$ cat config.mk
export PLATFORM = sky130hd
export DESIGN_NAME = iter_alu
export DESIGN_NICKNAME = d
export VERILOG_FILES = /design/src/rtl/iter_alu.sv
export SDC_FILE = /design/constraint.sdc
export NUM_CORES = 1
export LEC_CHECK = 0
export BUFFER_PORTS_ARGS = -buffer_cell sky130_fd_sc_hd__buf_2
export CELL_PAD_IN_SITES_DETAIL_PLACEMENT = 1
export CELL_PAD_IN_SITES_GLOBAL_PLACEMENT = 1
export CORE_ASPECT_RATIO = 1.1
export CORE_MARGIN = 3
export CORE_UTILIZATION = 44
export DETAILED_ROUTE_END_ITERATION = 10
export GPL_TIMING_DRIVEN = 0
export PLACE_DENSITY_LB_ADDON = 0.08
export SLEW_MARGIN = 20
export SYNTH_ARGS = -nofsm -noshare
export SYNTH_HDL_FRONTEND = slang
export SYNTH_SLANG_ARGS = --single-unit
$ cat constraint.sdc
create_clock -name clk -period 3.4 [get_ports clk]
set_input_delay 0.17 -clock clk [delete_from_list [all_inputs] [get_ports clk]]
set_output_delay 0.17 -clock clk [all_outputs]
set_load 0.02 [all_outputs]
$ cat src/rtl/iter_alu.sv
// iter_alu: multi-cycle integer execution unit.
// Arithmetic, logic, compare, LUI and branch-condition ops finish in one
// cycle. Shifts move one bit per cycle, and CLZ/CLO scan one bit per cycle.
// The result is held in DONE until the consumer takes it.
module iter_alu #(
    parameter int WIDTH = 32
) (
    input  logic             clk,
    input  logic             rst,
    input  logic             in_valid,
    output logic             in_ready,
    input  logic [4:0]       ALUop,
    input  logic [WIDTH-1:0] A,
    input  logic [WIDTH-1:0] B,
    output logic             out_valid,
    input  logic             out_ready,
    output logic [WIDTH-1:0] result,
    output logic             overflow,
    output logic             illegal
);

    // ALU decoder encodings. Codes 22..30 are undefined, and 31 is ALU_XXX.
    localparam logic [4:0] ALU_ADD  = 5'd0,  ALU_ADDU = 5'd1,  ALU_SUB  = 5'd2;
    localparam logic [4:0] ALU_SUBU = 5'd3,  ALU_AND  = 5'd4,  ALU_OR   = 5'd5;
    localparam logic [4:0] ALU_XOR  = 5'd6,  ALU_NOR  = 5'd7,  ALU_SLT  = 5'd8;
    localparam logic [4:0] ALU_SLTU = 5'd9,  ALU_LUI  = 5'd10, ALU_SLL  = 5'd11;
    localparam logic [4:0] ALU_SRL  = 5'd12, ALU_SRA  = 5'd13, ALU_CLZ  = 5'd14;
    localparam logic [4:0] ALU_CLO  = 5'd15, ALU_BEQ  = 5'd16, ALU_BNE  = 5'd17;
    localparam logic [4:0] ALU_BLEZ = 5'd18, ALU_BGTZ = 5'd19, ALU_BLTZ = 5'd20;
    localparam logic [4:0] ALU_BGEZ = 5'd21;

    typedef enum logic [1:0] {IDLE, SHIFT, COUNT, DONE} state_t;

    state_t           state_reg, state_next;
    logic [4:0]       op_reg, op_next;
    logic [WIDTH-1:0] shreg_reg, shreg_next;
    logic [5:0]       cnt_reg, cnt_next;
    logic [WIDTH-1:0] result_reg, result_next;
    logic             ovf_reg, ovf_next;
    logic             ill_reg, ill_next;

    logic [WIDTH-1:0] sum, diff, shifted;
    logic             a_is_zero, count_target;

    assign sum       = A + B;
    assign diff      = A - B;
    assign a_is_zero = (A == '0);

    // One-bit step of the shift register for the latched shift op.
    always_comb begin
        shifted = shreg_reg << 1;
        if (op_reg == ALU_SRL)
            shifted = shreg_reg >> 1;
        else if (op_reg == ALU_SRA)
            shifted = {shreg_reg[WIDTH-1], shreg_reg[WIDTH-1:1]};
    end

    assign count_target = (op_reg == ALU_CLO);

    // Next-state and datapath update for accept, iteration and handoff.
    always_comb begin
        state_next  = state_reg;
        op_next     = op_reg;
        shreg_next  = shreg_reg;
        cnt_next    = cnt_reg;
        result_next = result_reg;
        ovf_next    = ovf_reg;
        ill_next    = ill_reg;
        case (state_reg)
            IDLE: begin
                if (in_valid) begin
                    op_next    = ALUop;
                    ovf_next   = 1'b0;
                    ill_next   = 1'b0;
                    state_next = DONE;
                    case (ALUop)
                        ALU_ADD: begin
                            result_next = sum;
                            ovf_next    = (A[WIDTH-1] == B[WIDTH-1]) && (sum[WIDTH-1] != A[WIDTH-1]);
                        end
                        ALU_ADDU: result_next = sum;
                        ALU_SUB: begin
                            result_next = diff;
                            ovf_next    = (A[WIDTH-1] != B[WIDTH-1]) && (diff[WIDTH-1] != A[WIDTH-1]);
                        end
                        ALU_SUBU: result_next = diff;
                        ALU_AND:  result_next = A & B;
                        ALU_OR:   result_next = A | B;
                        ALU_XOR:  result_next = A ^ B;
                        ALU_NOR:  result_next = ~(A | B);
                        ALU_SLT:  result_next = {{(WIDTH-1){1'b0}}, $signed(A) < $signed(B)};
                        ALU_SLTU: result_next = {{(WIDTH-1){1'b0}}, A < B};
                        ALU_LUI:  result_next = {B[15:0], 16'h0};
                        ALU_BEQ:  result_next = {{(WIDTH-1){1'b0}}, A == B};
                        ALU_BNE:  result_next = {{(WIDTH-1){1'b0}}, A != B};
                        ALU_BLEZ: result_next = {{(WIDTH-1){1'b0}}, A[WIDTH-1] | a_is_zero};
                        ALU_BGTZ: result_next = {{(WIDTH-1){1'b0}}, ~A[WIDTH-1] & ~a_is_zero};
                        ALU_BLTZ: result_next = {{(WIDTH-1){1'b0}}, A[WIDTH-1]};
                        ALU_BGEZ: result_next = {{(WIDTH-1){1'b0}}, ~A[WIDTH-1]};
                        ALU_SLL, ALU_SRL, ALU_SRA: begin
                            if (A[4:0] == 5'd0) begin
                                result_next = B;
                            end else begin
                                shreg_next = B;
                                cnt_next   = {1'b0, A[4:0]};
                                state_next = SHIFT;
                            end
                        end
                        ALU_CLZ, ALU_CLO: begin
                            shreg_next = A;
                            cnt_next   = 6'd0;
                            state_next = COUNT;
                        end
                        default: begin
                            result_next = '0;
                            ill_next    = 1'b1;
                        end
                    endcase
                end
            end
            SHIFT: begin
                shreg_next = shifted;
                cnt_next   = cnt_reg - 6'd1;
                if (cnt_reg == 6'd1) begin
                    result_next = shifted;
                    state_next  = DONE;
                end
            end
            COUNT: begin
                if (cnt_reg == 6'd32 || shreg_reg[WIDTH-1] != count_target) begin
                    result_next = {{(WIDTH-6){1'b0}}, cnt_reg};
                    state_next  = DONE;
                end else begin
                    shreg_next = shreg_reg << 1;
                    cnt_next   = cnt_reg + 6'd1;
                end
            end
            DONE: begin
                if (out_ready)
                    state_next = IDLE;
            end
            default: state_next = IDLE;
        endcase
    end

    // State and datapath registers; reset discards any in-flight op.
    always_ff @(posedge clk) begin
        if (rst) begin
            state_reg  <= IDLE;
            op_reg     <= 5'd0;
            shreg_reg  <= '0;
            cnt_reg    <= 6'd0;
            result_reg <= '0;
            ovf_reg    <= 1'b0;
            ill_reg    <= 1'b0;
        end else begin
            state_reg  <= state_next;
            op_reg     <= op_next;
            shreg_reg  <= shreg_next;
            cnt_reg    <= cnt_next;
            result_reg <= result_next;
            ovf_reg    <= ovf_next;
            ill_reg    <= ill_next;
        end
    end

    assign in_ready  = (state_reg == IDLE) && !rst;
    assign out_valid = (state_reg == DONE);
    assign result    = result_reg;
    assign overflow  = ovf_reg;
    assign illegal   = ill_reg;

endmodule

# After elaboration in Yosys (flattened, before gate mapping)
# Index checks and enable logic that the tools add are counted.
# W data, S select, Z words.
# totals
register_bits,79
wordCells,112
in_bits,73
# op_classes
reduce_logical,19
eq_ne,45
bitwise,8
mux,27
addsub,4
n_lt_le_gt_ge,2
# op_table
cell,count
$pmux W32 S17,1
$mux W32,9
$pmux W32 S3,2
$lt A32 B32 Y1,2
$pmux W32 S2,1
$eq A5 B4 Y1 const B,11
$add A32 B32 Y32,1
$and A32 B32 Y32,1
$eq A32 B32 Y1,1
$logic_not A32 Y1,1
$ne A32 B32 Y1,1
$not A32 Y32,1
$or A32 B32 Y32,1
$sub A32 B32 Y32,1
$xor A32 B32 Y32,1
$eq A5 B5 Y1 const B,6
$reduce_or A22 Y1,1
$eq A5 B3 Y1 const B,4
$mux W6,3
$pmux W6 S3,1
$pmux W6 S2,1
$eq A5 B2 Y1 const B,2
$logic_not A5 Y1,2
$mux W2,5
other kinds (31),45

# Longest topological paths before layout
# depth
ltp_word,6
mapped_depth,12
ltp_nobuf,12

# Worst setup path before layout
# OpenSTA, ideal clock, no wires.
# synth_path
path_type,input to register
startpoint,input A[0]
endpoint,register result_reg[28] (netlist: result[28])
cell_stages,11
required_ps,3327
setup_ps,73
arrival_ps,2613
n_path_buf,0
path_slack_ps,714
path_cell_list,ha_1 > fa_1 > a211oi_2 > o21ai_2 > o21ai_2 > a21oi_2 > a311o_1 > a311o_1 > and3b_1 > o311a_1 > o22ai_2
# synth_via
elab_chain_len,4
# synth_lines
element,line,rtl
"start, declared",13,"input logic [WIDTH-1:0] A,"
$sub A32 B32 Y32 / $add A32 B32 Y32 (equally long branches),"46, 45",
$pmux W32 S17,76,case (ALUop)
$mux W32,71,if (in_valid) begin
$pmux W32 S3,69,case (state_reg)
"end signal, assigned",161,result_reg <= result_next;
"end, declared",38,"logic [WIDTH-1:0] result_reg, result_next;"
# Parallel ways exist; a longest one is shown, timed or not. The select of a mux whose other input is x is not followed.
# A chain may end at the register's enable or synchronous reset.

# Worst setup path in the final report
# layout_path
startpoint,input A[3]
endpoint,register result_reg[14] (netlist: result[14])
# The elaborated chain is that of the path after synthesis.

==> impl_metrics.env <==
export IMPL_run_status="completed"
export IMPL_ys_seq_area_share_pct=14.5
export IMPL_startpoint_type="primary input"
export IMPL_die_h_um=171
export IMPL_syn_area_um2=10900
export IMPL_vias_per_cell=6.76
export IMPL_stdcell_area_um2=12200
export IMPL_routedWlPerCell_um=28.3
export IMPL_peakVddDrop_v=0.000471
export IMPL_post_route_cells_drive_above_1_share_pct=12.0
export IMPL_relSlewSlack_pct=20.8
export IMPL_holdPathStages=4
export IMPL_setup_violations=0
export IMPL_place_gp_congestion=1.01
export IMPL_grt_max_degree=15
export IMPL_dieArea_um2=26700
export IMPL_clock_skew_ns=0.00610
export IMPL_ys_ff_latch=79
export IMPL_final_net_count=1889
export IMPL_swShare_pct=54.1
export IMPL_hold_class="primary input to flop"
export IMPL_rr_worst_depth=12
export IMPL_cts_htree_levels=3
export IMPL_crit_top_cell="nor2_1"
export IMPL_cts_num_sinks=79
export IMPL_async_reset_ff_share_pct=0
export IMPL_cp_cell_sequence="buf_2 -> inv_1 -> ha_1 -> nor2_1 -> a2111oi_4 -> nor2_1 -> a221oi_2 -> a21oi_1 -> or4_1 -> a31oi_1 -> o22ai_1 -> nor2_1"
export IMPL_grt_usage_pct=41.6
export IMPL_clk_latency_ns=0.35
export IMPL_end_kind="flop"
export IMPL_fin_crit_ns=3.28
export IMPL_slowest_stage="a221oi_2"
export IMPL_synth_cell_types=87
export IMPL_synth_edf_count=0
export IMPL_crit_family="compound AO/OA/AOI/OAI gates"
export IMPL_place_area_um2=11800
export IMPL_power_frac_comb_pct=63.0
export IMPL_clkSlewWorstSetupHoldPaths_ns=0.07
export IMPL_seq_power_share_pct=21.2
export IMPL_io_pins=109
export IMPL_fin_tns_setup_ns=0
export IMPL_final_max_slew_viol_count=0
export IMPL_cts_buffers=9
export IMPL_p_leak_nw=5.07
export IMPL_num_antenna_cells=0
export IMPL_final_core_util_pct=50.9
export IMPL_drt_iter0_markers=1674
export IMPL_hpwl_um=45000
export IMPL_cp_num_buf_inv=2
export IMPL_required_ns=3.68
export IMPL_crit_fanout=6
export IMPL_ys_flop_type="dfxtp_1"
export IMPL_p_per_area_nw_per_um2=569
export IMPL_grt_overflow=0
export IMPL_rsz0062_at_grt="no"
export IMPL_syn2layout_area_growth_pct=12.0
export IMPL_crit_arrival_ns=3.56
export IMPL_finalCritPeriodShare_pct=96.5
export IMPL_cp_depth=12
export IMPL_cts_tree="built"
export IMPL_clkPwrFrac_pct=15.8
export IMPL_hold_viol_final=0
export IMPL_initial_core_util_pct=45.4
export IMPL_cts_root_buffer="clkbuf_16"
export IMPL_wirelength_um=56900
export IMPL_drc=0
export IMPL_fmax_mhz=305
export IMPL_grt_antenna_before_repair=1
export IMPL_worst_slew_pin_slew_ns=1.18
export IMPL_grt_pass1_wl_um=83700
export IMPL_switchingPower_w=0.00376
export IMPL_synth_avg_cell_area_um2=6.89
export IMPL_maxCapViolations=0
export IMPL_vias=13600
export IMPL_crit_path_max_incr_delay_ns=0.55
export IMPL_coreArea_um2=24000
export IMPL_yosysWarnings=0
export IMPL_cts_buffer_depth=2
export IMPL_firstDrtPassIters=8
export IMPL_ant_nets=0
export IMPL_worstSetupPathType="primary input to flop"
export IMPL_synth_fp_nets=1772
export IMPL_fp_dieW_um=156
export IMPL_p_int_w=0.00319
export IMPL_grt_pass1_vias=13400
export IMPL_synth_cells=1583
export IMPL_port_buffers=106
export IMPL_fp_row_count=59
-- final timing paths --
kind / start / end / slack (ns)
max: A[3] / result[14]$_SDFFE_PP0P_ / 0.12
min: rst / result[30]$_SDFFE_PP0P_ / 0.19
max reg2reg: state_reg[1]$_SDFFE_PP0P_ / result[26]$_SDFFE_PP0P_ / 0.13
min reg2reg: op_reg[4]$_SDFFE_PP0P_ / op_reg[4]$_SDFFE_PP0P_ / 0.46
-- Yosys cell counts, types with 8 or more instances --
master	number	share of area (%)
a211oi_1	69	4.8
a21o_1	15	1.0
a21oi_1	155	7.1
a221oi_1	20	1.6
a222oi_1	14	1.3
a22oi_1	21	1.4
a31oi_1	12	0.69
buf_1	14	0.48
buf_2	24	1.1
clkbuf_1	80	2.8
dfxtp_1	79	15
ha_1	114	13
inv_1	103	3.5
mux2i_1	38	3.5
nand2_1	191	6.6
nand2b_1	12	0.69
nand3_1	34	1.6
nand4_1	9	0.52
nor2_1	157	5.4
nor2b_1	9	0.52
nor3_1	50	2.3
nor4_1	21	1.2
o211ai_1	15	1.0
o21a_1	9	0.62
o21ai_0	80	3.7
o21bai_1	10	0.69
o31ai_1	8	0.55
or3_1	15	0.86
xnor2_1	46	3.7
xor2_1	8	0.64
-- area by class of cell --
cell class,count,area (um^2)
clock buffer,10,239
tap,305,382
clock inverter,6,92.6
buffer,123,529
inverter,103,387
timing repair buffer,107,538
fill,3228,11800
multi-input combinational,1277,8460
sequential,79,1580
-- kinds of logic (layout without fill, tap and decap cells) --
family	Yosys count	after routing	synth area share (%)
AOI/OAI and AO/OA	526	526	33.0
xor gates and xnor gates	54	54	4.34
adders and majority gates	117	117	13.5
buffers and inverters	227	349	8.37
DFF	79	79	14.5
muxes	38	38	3.49
and+or+nand+nor	542	542	22.8
-- tightest hold or removal path: stages --
cell and delay (ns):
buf_2 0.11, nor4_1 0.06, nand2b_1 0.07, nand3_1 0.07
-- routing by layer --
layer / part of all wire (%) / vias to the layer above / track usage [%]
li1: - / 5952 / -
met1: 39 / 6510 / 52.6
met2: 43 / 883 / 64.8
met3: 10 / 233 / 7.64
met4: 8.3 / 2 / 26.7
met5: 0.026 / - / 0
-- timing repair --
item | CTS | global route
gates resized for setup | 5 | 17
setup endpoints to repair | 3 | 50
buffers inserted | 0 | 0
hold buffers | 0 | 0
pin swaps | 0 | 1
-- power groups by stage --
stage,Clock [W],Sequential [W],Combinational [W]
2_1_floorplan,0,0.00154,0.00252
3_3_place_gp,0,0.00146,0.00408
3_5_place_dp,0,0.00147,0.00417
4_1_cts,0.00109,0.00146,0.00423
5_1_grt,0.00114,0.00150,0.00464
6_report,0.00110,0.00147,0.00438
-- layout by cell type, fill, tap and decap left out, types with 12 or more instances in the layout --
| cell | instances |
|---|---|
| nor2_1 | 157 |
| mux2i_1 | 37 |
| a21oi_1 | 154 |
| nand2_1 | 191 |
| a222oi_1 | 14 |
| a21o_1 | 15 |
| o211ai_1 | 15 |
| ha_1 | 114 |
| a22oi_1 | 21 |
| inv_1 | 103 |
| a31oi_1 | 12 |
| a211oi_1 | 68 |
| a221oi_1 | 18 |
| buf_2 | 130 |
| buf_1 | 12 |
| xnor2_1 | 46 |
| clkbuf_1 | 75 |
| dfxtp_1 | 79 |
| or3_1 | 15 |
| nor4_1 | 19 |
| nand3_1 | 34 |
| o21ai_0 | 80 |
| nand2b_1 | 12 |
| nor3_1 | 49 |
-- per-stage QoR --
stage	hold slack, ns	setup WS (ns)	instances	total power, W
floorplan	0.374	0.714	1583	0.00406
global placement	0.446	-0.676	1994	0.00554
detailed placement	0.451	-0.727	1995	0.00564
CTS	0.176	0.0135	2011	0.00678
global route	0.213	0.0244	2010	0.00728
finish	0.188	0.119	2010	0.00695
No activity file was read; power rests on OpenSTA's default activity.
